--- config.mk ---
export PLATFORM = sky130hd
export DESIGN_NAME = seq_arithmetic
export DESIGN_NICKNAME = d
export VERILOG_FILES = /design/src/rtl/seq_arithmetic.sv
export SDC_FILE = /design/constraint.sdc
export NUM_CORES = 1
export LEC_CHECK = 0
export CAP_MARGIN = 10
export CORE_MARGIN = 8
export CORE_UTILIZATION = 45
export DETAILED_ROUTE_END_ITERATION = 8
export PLACE_DENSITY = 0.65
export SLEW_MARGIN = 20
export SYNTH_ARGS = -nofsm -noshare
export SYNTH_HDL_FRONTEND = slang
export SYNTH_SLANG_ARGS = --single-unit
--- constraint.sdc ---
create_clock -name i_clk -period 7.6 [get_ports i_clk]
set_input_delay 1.9 -clock i_clk [delete_from_list [all_inputs] [get_ports i_clk]]
set_output_delay 1.9 -clock i_clk [all_outputs]
set_load 0.05 [all_outputs]
--- src/rtl/seq_arithmetic.sv ---
// Shared multi-cycle unsigned arithmetic unit: single-cycle add/subtract,
// WIDTH-cycle shift-add multiply and restoring divide, under a start/done handshake.
module seq_arithmetic #(
   parameter int WIDTH = 8
) (
   input  logic             i_clk,
   input  logic             i_reset,
   input  logic             i_start,
   input  logic [1:0]       i_mode,
   input  logic [WIDTH-1:0] i_a,
   input  logic [WIDTH-1:0] i_b,
   output logic             o_busy,
   output logic             o_done,
   output logic [WIDTH-1:0] o_result_lo,
   output logic [WIDTH-1:0] o_result_hi,
   output logic             o_carry
);

   localparam int CNT_W = $clog2(WIDTH);
   localparam logic [CNT_W-1:0] LAST = CNT_W'(WIDTH - 1);

   typedef enum logic [1:0] {
      S_IDLE = 2'd0,
      S_CALC = 2'd1,
      S_DONE = 2'd2
   } state_t;

   state_t             r_state;
   state_t             w_next;
   logic [CNT_W-1:0]   r_cnt;
   logic [1:0]         r_mode;
   logic [WIDTH-1:0]   r_a;
   logic [WIDTH-1:0]   r_b;
   logic [2*WIDTH-1:0] r_acc;
   logic [WIDTH-1:0]   r_rem;
   logic               r_done;
   logic [WIDTH-1:0]   r_lo;
   logic [WIDTH-1:0]   r_hi;
   logic               r_carry;

   logic               w_accept;
   logic [WIDTH:0]     w_addsub;
   logic [WIDTH:0]     w_mul_sum;
   logic [WIDTH:0]     w_div_sh;
   logic [WIDTH-1:0]   w_div_diff;
   logic               w_div_ge;

   assign w_accept = (r_state == S_IDLE) && i_start;

   // Bit WIDTH of the extended difference is exactly the borrow (a < b).
   assign w_addsub = i_mode[0] ? ({1'b0, i_a} - {1'b0, i_b})
                               : ({1'b0, i_a} + {1'b0, i_b});

   // Multiply: low half of r_acc starts as the multiplier and drains out LSB first.
   assign w_mul_sum = {1'b0, r_acc[2*WIDTH-1:WIDTH]} + (r_acc[0] ? {1'b0, r_a} : '0);

   // Divide: r_acc low half holds the dividend shifting out MSB first, quotient shifting in.
   assign w_div_sh   = {r_rem, r_acc[WIDTH-1]};
   assign w_div_ge   = (w_div_sh >= {1'b0, r_b});
   assign w_div_diff = w_div_sh[WIDTH-1:0] - r_b;

   always_comb begin
      w_next = r_state;
      case (r_state)
         S_IDLE:  if (i_start) w_next = i_mode[1] ? S_CALC : S_DONE;
         S_CALC:  if (r_cnt == LAST) w_next = S_DONE;
         S_DONE:  w_next = S_IDLE;
         default: w_next = S_IDLE;
      endcase
   end

   always_ff @(posedge i_clk) begin
      if (w_accept) begin
         r_mode <= i_mode;
         r_a    <= i_a;
         r_b    <= i_b;
         r_rem  <= '0;
         if (i_mode[1]) r_acc <= {{WIDTH{1'b0}}, (i_mode[0] ? i_a : i_b)};
         else           r_acc <= {{(WIDTH-1){1'b0}}, w_addsub};
      end else if (r_state == S_CALC) begin
         if (r_mode[0]) begin
            r_rem            <= w_div_ge ? w_div_diff : w_div_sh[WIDTH-1:0];
            r_acc[WIDTH-1:0] <= {r_acc[WIDTH-2:0], w_div_ge};
         end else begin
            r_acc <= {w_mul_sum, r_acc[WIDTH-1:1]};
         end
      end
   end

   always_ff @(posedge i_clk) begin
      if (i_reset) begin
         r_state <= S_IDLE;
         r_cnt   <= '0;
         r_done  <= 1'b0;
         r_lo    <= '0;
         r_hi    <= '0;
         r_carry <= 1'b0;
      end else begin
         r_state <= w_next;
         r_done  <= (r_state == S_DONE);
         if (w_accept)               r_cnt <= '0;
         else if (r_state == S_CALC) r_cnt <= r_cnt + CNT_W'(1);
         // Results are published together with the done pulse and held until the next one.
         if (r_state == S_DONE) begin
            case (r_mode)
               2'b10: begin
                  r_lo    <= r_acc[WIDTH-1:0];
                  r_hi    <= r_acc[2*WIDTH-1:WIDTH];
                  r_carry <= |r_acc[2*WIDTH-1:WIDTH];
               end
               2'b11: begin
                  if (r_b == '0) begin
                     r_lo    <= '1;
                     r_hi    <= r_a;
                     r_carry <= 1'b1;
                  end else begin
                     r_lo    <= r_acc[WIDTH-1:0];
                     r_hi    <= r_rem;
                     r_carry <= 1'b0;
                  end
               end
               default: begin
                  r_lo    <= r_acc[WIDTH-1:0];
                  r_hi    <= '0;
                  r_carry <= r_acc[WIDTH];
               end
            endcase
         end
      end
   end

   assign o_busy      = (r_state == S_CALC) || ((r_state == S_DONE) && r_mode[1]);
   assign o_done      = r_done;
   assign o_result_lo = r_lo;
   assign o_result_hi = r_hi;
   assign o_carry     = r_carry;

endmodule

* Word-level counts from Yosys, hierarchy flattened *
Cells that the tools add are included.

storage, ports and cells
  flip-flop bits (word level) = 65
  input port bits = 21
  output and inout port bits = 19
  logic and storage cells = 56

cells by class
  add/sub/neg operators = 5
  order comparisons = 1
  eq/ne operators = 8
  multiplexer cells = 19
  reduce and logical (&&, ||, !) cells = 11

operators by type and width
  cell                   count
  $mux W8                8
  $mux W16               2
  $add A8 B8 Y9          2
  $mux W9                2
  $pmux W8 S2            1
  $ge A9 B8 Y1           1
  $sub A8 B8 Y9          1
  $logic_not A8 Y1       1
  $reduce_or A8 Y1       1
  $sub A8 B8 Y8          1
  $eq A2 B2 Y1 const B   3
  $mux W2                3
  $reduce_and A2 Y1      3
  $ne A2 B2 Y1 const B   2
  $pmux W2 S2            1
  $add A3 B1 Y3 const B  1
  $eq A3 B3 Y1 const B   1
  $eq A2 B1 Y1 const B   1
  $logic_and A1 B1 Y1    2
  $logic_not A2 Y1       1
  $ne A2 B1 Y1 const B   1
  $pmux W1 S2            1
  $reduce_bool A2 Y1     1
  $reduce_or A2 Y1       1
  2 further kinds        2

* Longest topological paths before layout *
Gate-level depths: netlist (run 1).

  word-level depth = 5
  mapped depth = 11
  gate-level depth less buffers = 10

* Least setup slack after synthesis (run 1) *
No wires, ideal clock.

  path type = input -> register
  start = in i_mode[0]
  end = reg r_acc[6], data pin
  setup time = 0.260 ns
  arrival = 4.080 ns
  data required time = 7.340 ns
  slack = 3.260 ns
  stages = 10
  path buffers = 2
  path through = clkbuf_1 buf_1 nor2_1 xnor2_1 ha_1 nor2b_1 o2111a_1 a2111oi_0 xor2_1 o21ai_1

between the ends
  longest elaborated chain between the ends = 3
  elaborated cells on any way between the ends = 4
  those cells by class = mux: 4

RTL lines
  element                                    RTL line  text
  from (decl)                                9         input logic [1:0] i_mode,
  $mux W9 / $mux W8 (equally long branches)  51, 78
  $mux W9 (*)                                78        if (i_mode[1]) r_acc <= {{WIDTH{1'b0}}, (i_mode[0] ? i_a : i_b)};
  $mux W16 (*)                               73        if (w_accept) begin
  to (signal assigned)                       78
  to (signal assigned)                       79        else r_acc <= {{(WIDTH-1){1'b0}}, w_addsub};
  to (signal, indexed assignment)            83        r_acc[WIDTH-1:0] <= {r_acc[WIDTH-2:0], w_div_ge};
  to (decl)                                  34        logic [2*WIDTH-1:0] r_acc;

Mark *: on every way between the ends. The rest lies on a longest branch, timed or not.
A chain may end at the register's enable or synchronous reset.

* Worst setup path after layout (run 1) *
Same ends and word-level chain as after synthesis.

==> results of run 1 <==
==> sequential cells by signal, indices dropped and copies added (netlist names) <==
signal and count:
r_acc 16, o_result_hi 8, o_result_lo 8, r_a 8, r_b 8, r_rem 8
r_cnt 3, r_mode 2, r_state 2, o_carry 1, o_done 1
==> cell usage after synthesis (4+ instances only) <==
| cell | count |
|---|---|
| nor3_2 | 8 |
| edfxtp_1 | 34 |
| nor4_1 | 5 |
| nor3_1 | 21 |
| buf_1 | 4 |
| dfxtp_1 | 31 |
| and2_1 | 7 |
| a22oi_1 | 5 |
| o21ai_0 | 25 |
| nand2b_1 | 7 |
| clkbuf_1 | 8 |
| nand3_1 | 5 |
| xor2_1 | 4 |
| inv_1 | 26 |
| a21oi_1 | 23 |
| o211ai_1 | 10 |
| a21o_1 | 5 |
| nand2_1 | 17 |
| a211oi_1 | 4 |
| mux2i_1 | 18 |
| mux2_2 | 6 |
| a31oi_1 | 4 |
| nor2_1 | 58 |
| clkbuf_8 | 4 |
| a221oi_2 | 8 |
| xnor2_1 | 10 |
| nor2b_1 | 9 |
| ha_1 | 27 |
| mux2_1 | 5 |
==> layout by cell type, fill, tap and decap left out, types with 9 or more instances in the layout <==
cell,instances
a21oi_1,22
clkbuf_8,9
clkdlybuf4s50_1,39
dfxtp_1,31
edfxtp_1,34
ha_1,27
inv_1,26
mux2i_1,18
nand2_1,17
nor2_1,58
nor2b_1,9
nor3_1,21
o211ai_1,10
o21ai_0,25
xnor2_1,10
==> worst paths after layout <==
check | startpoint | to | slack, ns | cells after the start
max | i_mode[0] | r_acc[6]$_DFFE_PP_ | 3.02 | 9
min | o_carry$_SDFFE_PP0P_ | o_carry$_SDFFE_PP0P_ | 0.47 | 2
max reg2reg | r_acc[0]$_DFFE_PP_ | r_acc[13]$_SDFFCE_PP0P_ | 5.02 | 9
min reg2reg | o_carry$_SDFFE_PP0P_ | o_carry$_SDFFE_PP0P_ | 0.47 | 2
==> logic make-up after synthesis <==
family          synth area share, %
mux                            8.12
fa+ha+maj                      9.25
simple gates                   18.7
compound gates                 17.6
flops                          38.2
xor+xnor                       2.85
buf+inv                        5.27
==> cell type report <==
cell class	count	area [um2]	share of cell area [%]
Inverter	26	97.6	1.98
Timing Repair Buffer	41	405	8.21
Multi-Input combinational cell	336	2430	49.3
Clock inverter	6	46.3	0.938
Clock buffer	10	149	3.02
Tap cell	129	161	3.27
Sequential cell	65	1640	33.3
==> power groups by stage <==
stage               clock [mW]  combinational, mW  sequential, mW
floorplan                    0              0.192           0.453
global placement             0              0.268           0.448
detailed placement           0              0.274           0.449
CTS                      0.293              0.275           0.441
global route             0.306              0.306           0.446
finish                   0.285              0.277           0.441
==> critical path, delay by kind of cell <==
kind            cells  cell delay, ns
xor+xnor            2            0.36
buf+inv             1            0.99
compound gates      3            0.79
simple gates        2            0.29
fa+ha+maj           1            0.33
==> per-layer routing <==
metal  up-vias  track usage [%]  part of all wire [%]  wire length, um
met3        11             3.12                   3.3              340
met5         -                0                     0                0
met4         0             6.04                   1.9              193
met2        78             28.4                    50             5230
met1      1596             19.0                    44             4610
li1       1707                -                     -                -
==> metrics.md, run 1 <==
| Metric | Value |
|---|---|
| Vias/cell | `5.53` |
| N_diodes | `0` |
| Worst EP arrival | `4.67 ns` |
| Worst Skew | `about 0.017 ns` |
| Global-route wire length before repair | `16600 um` |
| CP cell instances | `clkdlybuf4s50_1 -> nor2_1 -> xnor2_1 -> ha_1 -> nor2b_1 -> o2111a_1 -> a2111oi_0 -> xor2_1 -> o21ai_1` |
| FF+latch count, synth | `65` |
| Total power | `1.00 mW` |
| CP Capture Type | `flop` |
| Final Cycle Share | `around three fifths` |
| Slew @ Worst Pin | `just under 1 ns` |
| Place WS | `2.69 ns` |
| # setup viols final | `0` |
| Number of cell rows | `35` |
| GPL Wtd Cong | `0.935` |
| Clock Latency Late Sink | `0.35 ns` |
| Overflow after GRT | `0` |
| Post-Synthesis Cells | `447` |
| Fin cells | `roughly 610` |
| Yosys warning total | `0` |
| Post-synth EDFFs | `34` |
| Post-synthesis sequential area ratio | `38.2%` |
| Synthesized area | `0.00430 mm2` |
| Max cap viols | `0` |
| Detail Placement HPWL | `7940 um` |
| Area grow syn2layout | `14.8%` |
| Power density over cell area | `203 mW/mm2` |
| Crit Path Class | `primary input to flop` |
| Post-Syn Nets | `498` |
| Residual DRC | `0` |
| Initial antenna violation count | `0` |
| Final setup margin | `3.02 ns` |
| Sequential power share | `44.0%` |
| 1st-iter DRT viols | `between 100 and 150` |
| P_sw | `~0.34 mW` |
| Cts repair resizes | `0` |
| Clk pwr share | `28.4%` |
| IO buf count | `39` |
| TritonRoute pass-1 iters | `4` |
| Max clock buf depth | `2` |
| Placed cell areas | `0.00474 mm2` |
| Clock Pin Slew Worst Setup and Hold Paths | `0.08 ns` |
| DIE HEIGHT | `114 um` |
| Sw Ratio | `about a third` |
| Unrepaired setup endpoints after global routing | `false` |
| Maximum vdd drop | `84.3 uV` |
| Slew Limit Headroom | `34.3%` |
| Die Span X | `114 um` |
| Remaining antenna violation count | `0` |
| CTS root buf | `clkbuf_8` |
| Initial Util | `46.5%` |
| Wirelength per Cell | `roughly 17 um` |
| Yosys cell types | `58` |
| Total GRT Usage | `16.1%` |
| Worst Setup Start Kind | `primary input` |
| Async SR Flop Fraction | `0%` |
| Final Hold Fails | `0` |
| Comb pwr share | `about 28%` |
| # Post-CTS Setup Buffers | `0` |
| Status | `completed` |
| Crit-path slowest cell | `clkdlybuf4s50_1` |
| Synth top area cells | `edfxtp_1, dfxtp_1, ha_1, nor2_1, mux2i_1` |
| Yosys top cell area share | `23.7%` |
| Inst Count DP | `597` |
| Routed Wire Length | `10400 um` |
| Final Cell Area | `0.00494 mm2` |
| Slew Viols, Final | `0` |
| Hold buffer count at CTS | `0` |
| Pint | `0.666 mW` |
| Vias | `roughly 3400` |
| FILL cells | `868` |
| Vias in the first global route | `roughly 3400` |
| Hold/Removal Path Class | `flop to flop` |
| Fin util | `53.4%` |
| Layout Nets | `530` |
| # H-tree levels | `3` |
| Setup TNS | `0 ns` |
| Hold WS | `0.469 ns` |
| Core area | `0.00924 mm2` |
| TritonCTS buffer count | `9` |
| Post-synth top flop | `edfxtp_1` |
| P_leak | `2.00 nW` |
| DIE AREA | `approximately 0.013 mm2` |
| Critical path required time | `7.69 ns` |
| Min cycle time layout | `about 4.6 ns` |
| I/O Pins | `40` |
| CTS tree | `done` |
| Largest net degree at the start of global routing | `43` |
| Slowest stage delay, CP | `between 0.9 and 1 ns` |
| Mapped Avg Cell Area | `9.62 um2` |
| Crit-path max FO | `17` |
| CTS Sinks | `65` |
| Maximum clock rate | `218 MHz` |
| Share of cells above drive strength 1 | `between 10% and 20%` |
| Cell taking the most area after synthesis | `edfxtp_1` |
(Power assumes the default switching activity.)
==> run 2, diff against run 1 <==
Settings changed: PLACE_DENSITY 0.65 to 0.68.
Clock period 7.6 ns to 4 ns, I/O delays scaled along.
==> run 2 against run 1 <==
Sequential share of layout area fell by 0.63 points. First-iteration DRC count rose by 21%. Combinational power rose by 91%. Flip-flop and latch count did not move. Clock power rose by 110%. Wire length barely moved. Global-route usage rose by 0.26 points. Setup slack got worse by 2.4 ns. Clock-buffer cell count rose by 2. Worst hold slack improved by 0.0099 ns. Via count rose by 1.4%. Highest routed layer unchanged.
==> metrics.md, run 2 (synthesized netlist as in run 1, its figures left out) <==
| Metric | Value |
|---|---|
| Layout Nets | `540` |
| Status | `completed` |
| Worst Setup Start Kind | `primary input` |
| Vias in the first global route | `3390` |
| Met2 Resource Use GR | `~28%` |
| Power density over cell area | `around 390 mW/mm2` |
| IO buf count | `39` |
| # Post-CTS Setup Buffers | `0` |
| Crit Path Class | `primary input to flop` |
| CTS tree | `done` |
| Clock Latency Late Sink | `0.35 ns` |
| Initial Util | `46.5%` |
| Routed Wire Length | `slightly above 10000 um` |
| Worst Skew | `0.0197 ns` |
| Pint | `1.33 mW` |
| Hold buffer count at CTS | `0` |
| Fin util | `54.4%` |
| Sw Ratio | `around 32%` |
| Global routing usage on met3 | `2.69%` |
| CTS root buf | `clkbuf_8` |
| Slew Limit Headroom | `approximately a third` |
| DIE AREA | `0.0129 mm2` |
| Final Cycle Share | `85.7%` |
| CP Capture Type | `flop` |
| Die Span X | `~110 um` |
| Clock Pin Slew Worst Setup and Hold Paths | `0.09 ns` |
| Core area | `0.00924 mm2` |
| P_sw | `0.633 mW` |
| Remaining antenna violation count | `0` |
| DIE HEIGHT | `114 um` |
| Place WS | `0.212 ns` |
| Maximum vdd drop | `182 uV` |
| Vias | `3438` |
| GPL Wtd Cong | `0.850` |
| Hold Crit Depth | `2` |
| Setup TNS | `0 ns` |
| Critical path required time | `4.09 ns` |
| Largest net degree at the start of global routing | `24` |
| Wirelength per Cell | `16.6 um` |
| Initial antenna violation count | `0` |
| Worst EP arrival | `3.52 ns` |
| Top reg by flops | `r_acc` |
| Overflow after GRT | `0` |
| Hold WS | `0.479 ns` |
| Cts repair resizes | `0` |
| N_diodes | `0` |
| Sequential power share | `a little over two fifths` |
| Residual DRC | `0` |
| Cell count of the worst reg-to-reg path | `4` |
| GR Layer Usage met1 | `19.5%` |
| Share of cells above drive strength 1 | `12.8%` |
| Number of cell rows | `35` |
| Global-route wire length before repair | `around 17000 um` |
| Most frequent cells in the layout | `nor2_1, clkdlybuf4s50_1, edfxtp_1` |
| Slew @ Worst Pin | `around 1 ns` |
| Vias/cell | `between 5 and 6` |
| Total GRT Usage | `16.4%` |
| Final Hold Fails | `0` |
| Commonest non-fill, non-tap cell in the layout | `nor2_1` |
| P_leak | `2.05 nW` |
| # H-tree levels | `3` |
| Detail Placement HPWL | `between 8000 and 9000 um` |
| Final setup margin | `between 0.5 and 0.6 ns` |
| Clk pwr share | `between 30% and 40%` |
| Maximum clock rate | `approximately 300 MHz` |
| I/O Pins | `40` |
| Min cycle time layout | `between 3 and 4 ns` |
| Area grow syn2layout | `17.0%` |
| 1st-iter DRT viols | `168` |
| # setup viols final | `0` |
| Max clock buf depth | `2` |
| TritonRoute pass-1 iters | `4` |
| CTS Sinks | `65` |
| Max cap viols | `0` |
| Hold/Removal Path Class | `flop to flop` |
| Crit-path max FO | `5` |
| Most used routing layer | `met2` |
| Unrepaired setup endpoints after global routing | `false` |
| Comb pwr share | `a little over a quarter` |
| Max reg flops | `16` |
| TritonCTS buffer count | `9` |
| Slew Viols, Final | `0` |
==> run 2: final cells by class <==
type	instances	area (um2)
clock inverter	4	31.3
fill	825	4210
tap	129	161
multi-input combinational	336	2430
inverter	26	97.6
clock buffer	12	188
timing repair buffer	51	480
sequential	65	1640
==> run 2: path summary, 6_finish.rpt <==
check / start / end / slack [ns]
worst max-delay path: i_b[4] / r_acc[7]$_DFFE_PP_ / 0.57
worst max register to register: r_mode[0]$_DFFE_PP_ / r_rem[7]$_SDFFE_PP0P_ / 1.42
worst min-delay path: o_carry$_SDFFE_PP0P_ / o_carry$_SDFFE_PP0P_ / 0.48
worst min register to register: o_carry$_SDFFE_PP0P_ / o_carry$_SDFFE_PP0P_ / 0.48
==> run 2: power by group through the flow <==
| stage | sequential [mW] | combinational (mW) | clock, mW |
|---|---|---|---|
| 5_1_grt | 0.847 | 0.589 | 0.630 |
| 4_1_cts | 0.839 | 0.528 | 0.599 |
| 3_3_place_gp | 0.852 | 0.518 | 0 |
| 6_report | 0.838 | 0.529 | 0.590 |
| 3_5_place_dp | 0.853 | 0.523 | 0 |
| 2_1_floorplan | 0.860 | 0.364 | 0 |
==> run 2: stage by stage <==
stage	instance area, um2	power [mW]	std cells
4_1_cts	5030	1.97	623
3_5_place_dp	4810	1.38	607
2_1_floorplan	4300	1.22	447
3_3_place_gp	4810	1.37	607
6_report	5030	1.96	623
5_1_grt	5030	2.07	623
==> run 2: routing by layer <==
metal	share of wire, %	routed length [um]
met4	2.5	259
met1	46	4760
met3	2.4	244
met5	0	0
met2	49	5100
==> run 2: worst max-delay path: stages <==
cell             delay [ns]
clkdlybuf4s50_1        0.52
nor4_1                 0.47
a21oi_1                0.15
xnor2_1                0.19
ha_1                   0.27
or4_1                  0.55
o22ai_1                0.15
nor2_1                 0.05
nand3_1                0.08
o211ai_1               0.09
==> run 3, diff against run 2 <==
Settings changed: CORE_MARGIN 8 to 1.5.
==> run 3 against run 2 <==
Combinational power up 2%. Core utilization grew 0.15 points. Worst hold slack lost 0.0066 ns. Sequential share of layout area shrank 0.089 points. Global-route usage rose by 5.4 points. Register-to-register slack better by 0.04 ns.
==> metrics.md, run 3 (synthesized netlist as in run 1, its figures left out) <==
| Metric | Value |
|---|---|
| Status | `completed` |
| CTS tree | `done` |
| Global-route wire length before repair | `16900 um` |
| Fin cells | `between 600 and 700` |
| Number of cell rows | `35` |
| Slew Limit Headroom | `between 30 and 40%` |
| Final Hold Fails | `0` |
| N_diodes | `0` |
| Fin util | `54.6%` |
| Remaining antenna violation count | `0` |
| Hold buffer count at CTS | `0` |
| Wirelength per Cell | `between 15 and 20 um` |
| Residual DRC | `0` |
| Unrepaired setup endpoints after global routing | `false` |
| Cts repair resizes | `0` |
| DIE AREA | `0.0101 mm2` |
| Initial Util | `46.5%` |
| Crit-path max FO | `4` |
| Detail Placement HPWL | `approximately 7900 um` |
| Min cycle time layout | `between 3 and 4 ns` |
| TritonRoute pass-1 iters | `5` |
| Setup TNS | `0 ns` |
| Final Cycle Share | `87.4%` |
| Core area | `approximately 0.0092 mm2` |
| Routed Wire Length | `10300 um` |
| # Post-CTS Setup Buffers | `0` |
| # H-tree levels | `3` |
| GPL Wtd Cong | `0.923` |
| Clock Latency Late Sink | `0.35 ns` |
| CTS root buf | `clkbuf_8` |
| Overflow after GRT | `0` |
| Critical path required time | `4.10 ns` |
| Worst Skew | `0.0163 ns` |
| Initial antenna violation count | `0` |
| Max cap viols | `0` |
| Share of cells above drive strength 1 | `13.1%` |
| CP Capture Type | `flop` |
| Layout Nets | `542` |
| Largest net degree at the start of global routing | `24` |
| Top reg by flops | `r_acc` |
| Slew @ Worst Pin | `0.961 ns` |
| Slew Viols, Final | `0` |
| Most frequent cells in the layout | `nor2_1, clkdlybuf4s50_1, edfxtp_1` |
| Die Span X | `around 100 um` |
| TritonCTS buffer count | `9` |
| I/O Pins | `40` |
| Inst Count DP | `~610` |
| Hold WS | `between 0.4 and 0.5 ns` |
| DIE HEIGHT | `101 um` |
| Total GRT Usage | `21.8%` |
| Vias/cell | `5.66` |
| Maximum clock rate | `about 290 MHz` |
| Area grow syn2layout | `17.3%` |
| Max reg flops | `16` |
| # setup viols final | `0` |
| Worst Setup Start Kind | `primary input` |
| IO buf count | `39` |
| FILL cells | `845` |
| Vias | `3537` |
| Power density over cell area | `394 mW/mm2` |
| Commonest non-fill, non-tap cell in the layout | `nor2_1` |
| Max clock buf depth | `2` |
| CTS Sinks | `65` |
| Hold/Removal Path Class | `flop to flop` |
| 1st-iter DRT viols | `128` |
| Crit Path Class | `primary input to flop` |
| Footprint of the multi-input gates | `approximately 0.0024 mm2` |
| Maximum vdd drop | `188 uV` |
| P_leak | `around 2.1 nW` |
| Clock Pin Slew Worst Setup and Hold Paths | `0.08 ns` |
| Register Area | `0.00164 mm2` |
| Worst EP arrival | `3.59 ns` |
| Vias in the first global route | `3400` |
-- run 3: stage by stage --
stage / setup slack [ns] / power, mW / instance area [um2]
finish: 0.503 / 1.99 / 5040
global route: 0.332 / 2.10 / 5040
CTS: 0.522 / 1.99 / 5040
detailed placement: 0.144 / 1.38 / 4830
global placement: 0.204 / 1.37 / 4830
floorplan: 0.560 / 1.22 / 4300
-- run 3: area by class of cell --
cell class                 count  area share, %
multi-input combinational    336           48.2
inverter                      26           1.93
tap                          129           3.20
clock buffer                  10           2.95
timing repair buffer          53           9.82
sequential                    65           32.5
clock inverter                 6           1.36
-- run 3: path summary, 6_finish.rpt --
check        cells after the start  slack (ns)                      end            startpoint
max                             11        0.50       r_acc[6]$_DFFE_PP_                i_b[0]
min                              2        0.47     o_carry$_SDFFE_PP0P_  o_carry$_SDFFE_PP0P_
max reg2reg                      9        1.46  r_acc[13]$_SDFFCE_PP0P_    r_acc[0]$_DFFE_PP_
min reg2reg                      2        0.47     o_carry$_SDFFE_PP0P_  o_carry$_SDFFE_PP0P_
-- run 3: per-layer routing --
layer | vias to the layer above | GRT usage, % | wire, um
met4 | 0 | 9.43 | 307
met3 | 22 | 4.72 | 385
met5 | - | 0 | 0
met2 | 84 | 36.6 | 5120
met1 | 1686 | 27.0 | 4460
li1 | 1745 | - | -
-- run 3: power breakdown --
group          switching (mW)  internal (mW)  leakage [nW]
Clock                   0.279          0.332         0.113
Sequential             0.0585          0.780         0.585
Combinational           0.310          0.227          1.37
Total                   0.647           1.34          2.06
-- run 3: worst max-delay path, cell delays in order --
cell	delay, ns
clkdlybuf4s50_1	0.49
inv_1	0.07
ha_1	0.25
nor2_1	0.14
xnor2_1	0.13
ha_1	0.29
nor2b_1	0.18
o2111a_1	0.22
a2111oi_0	0.46
xor2_1	0.27
o21ai_1	0.09
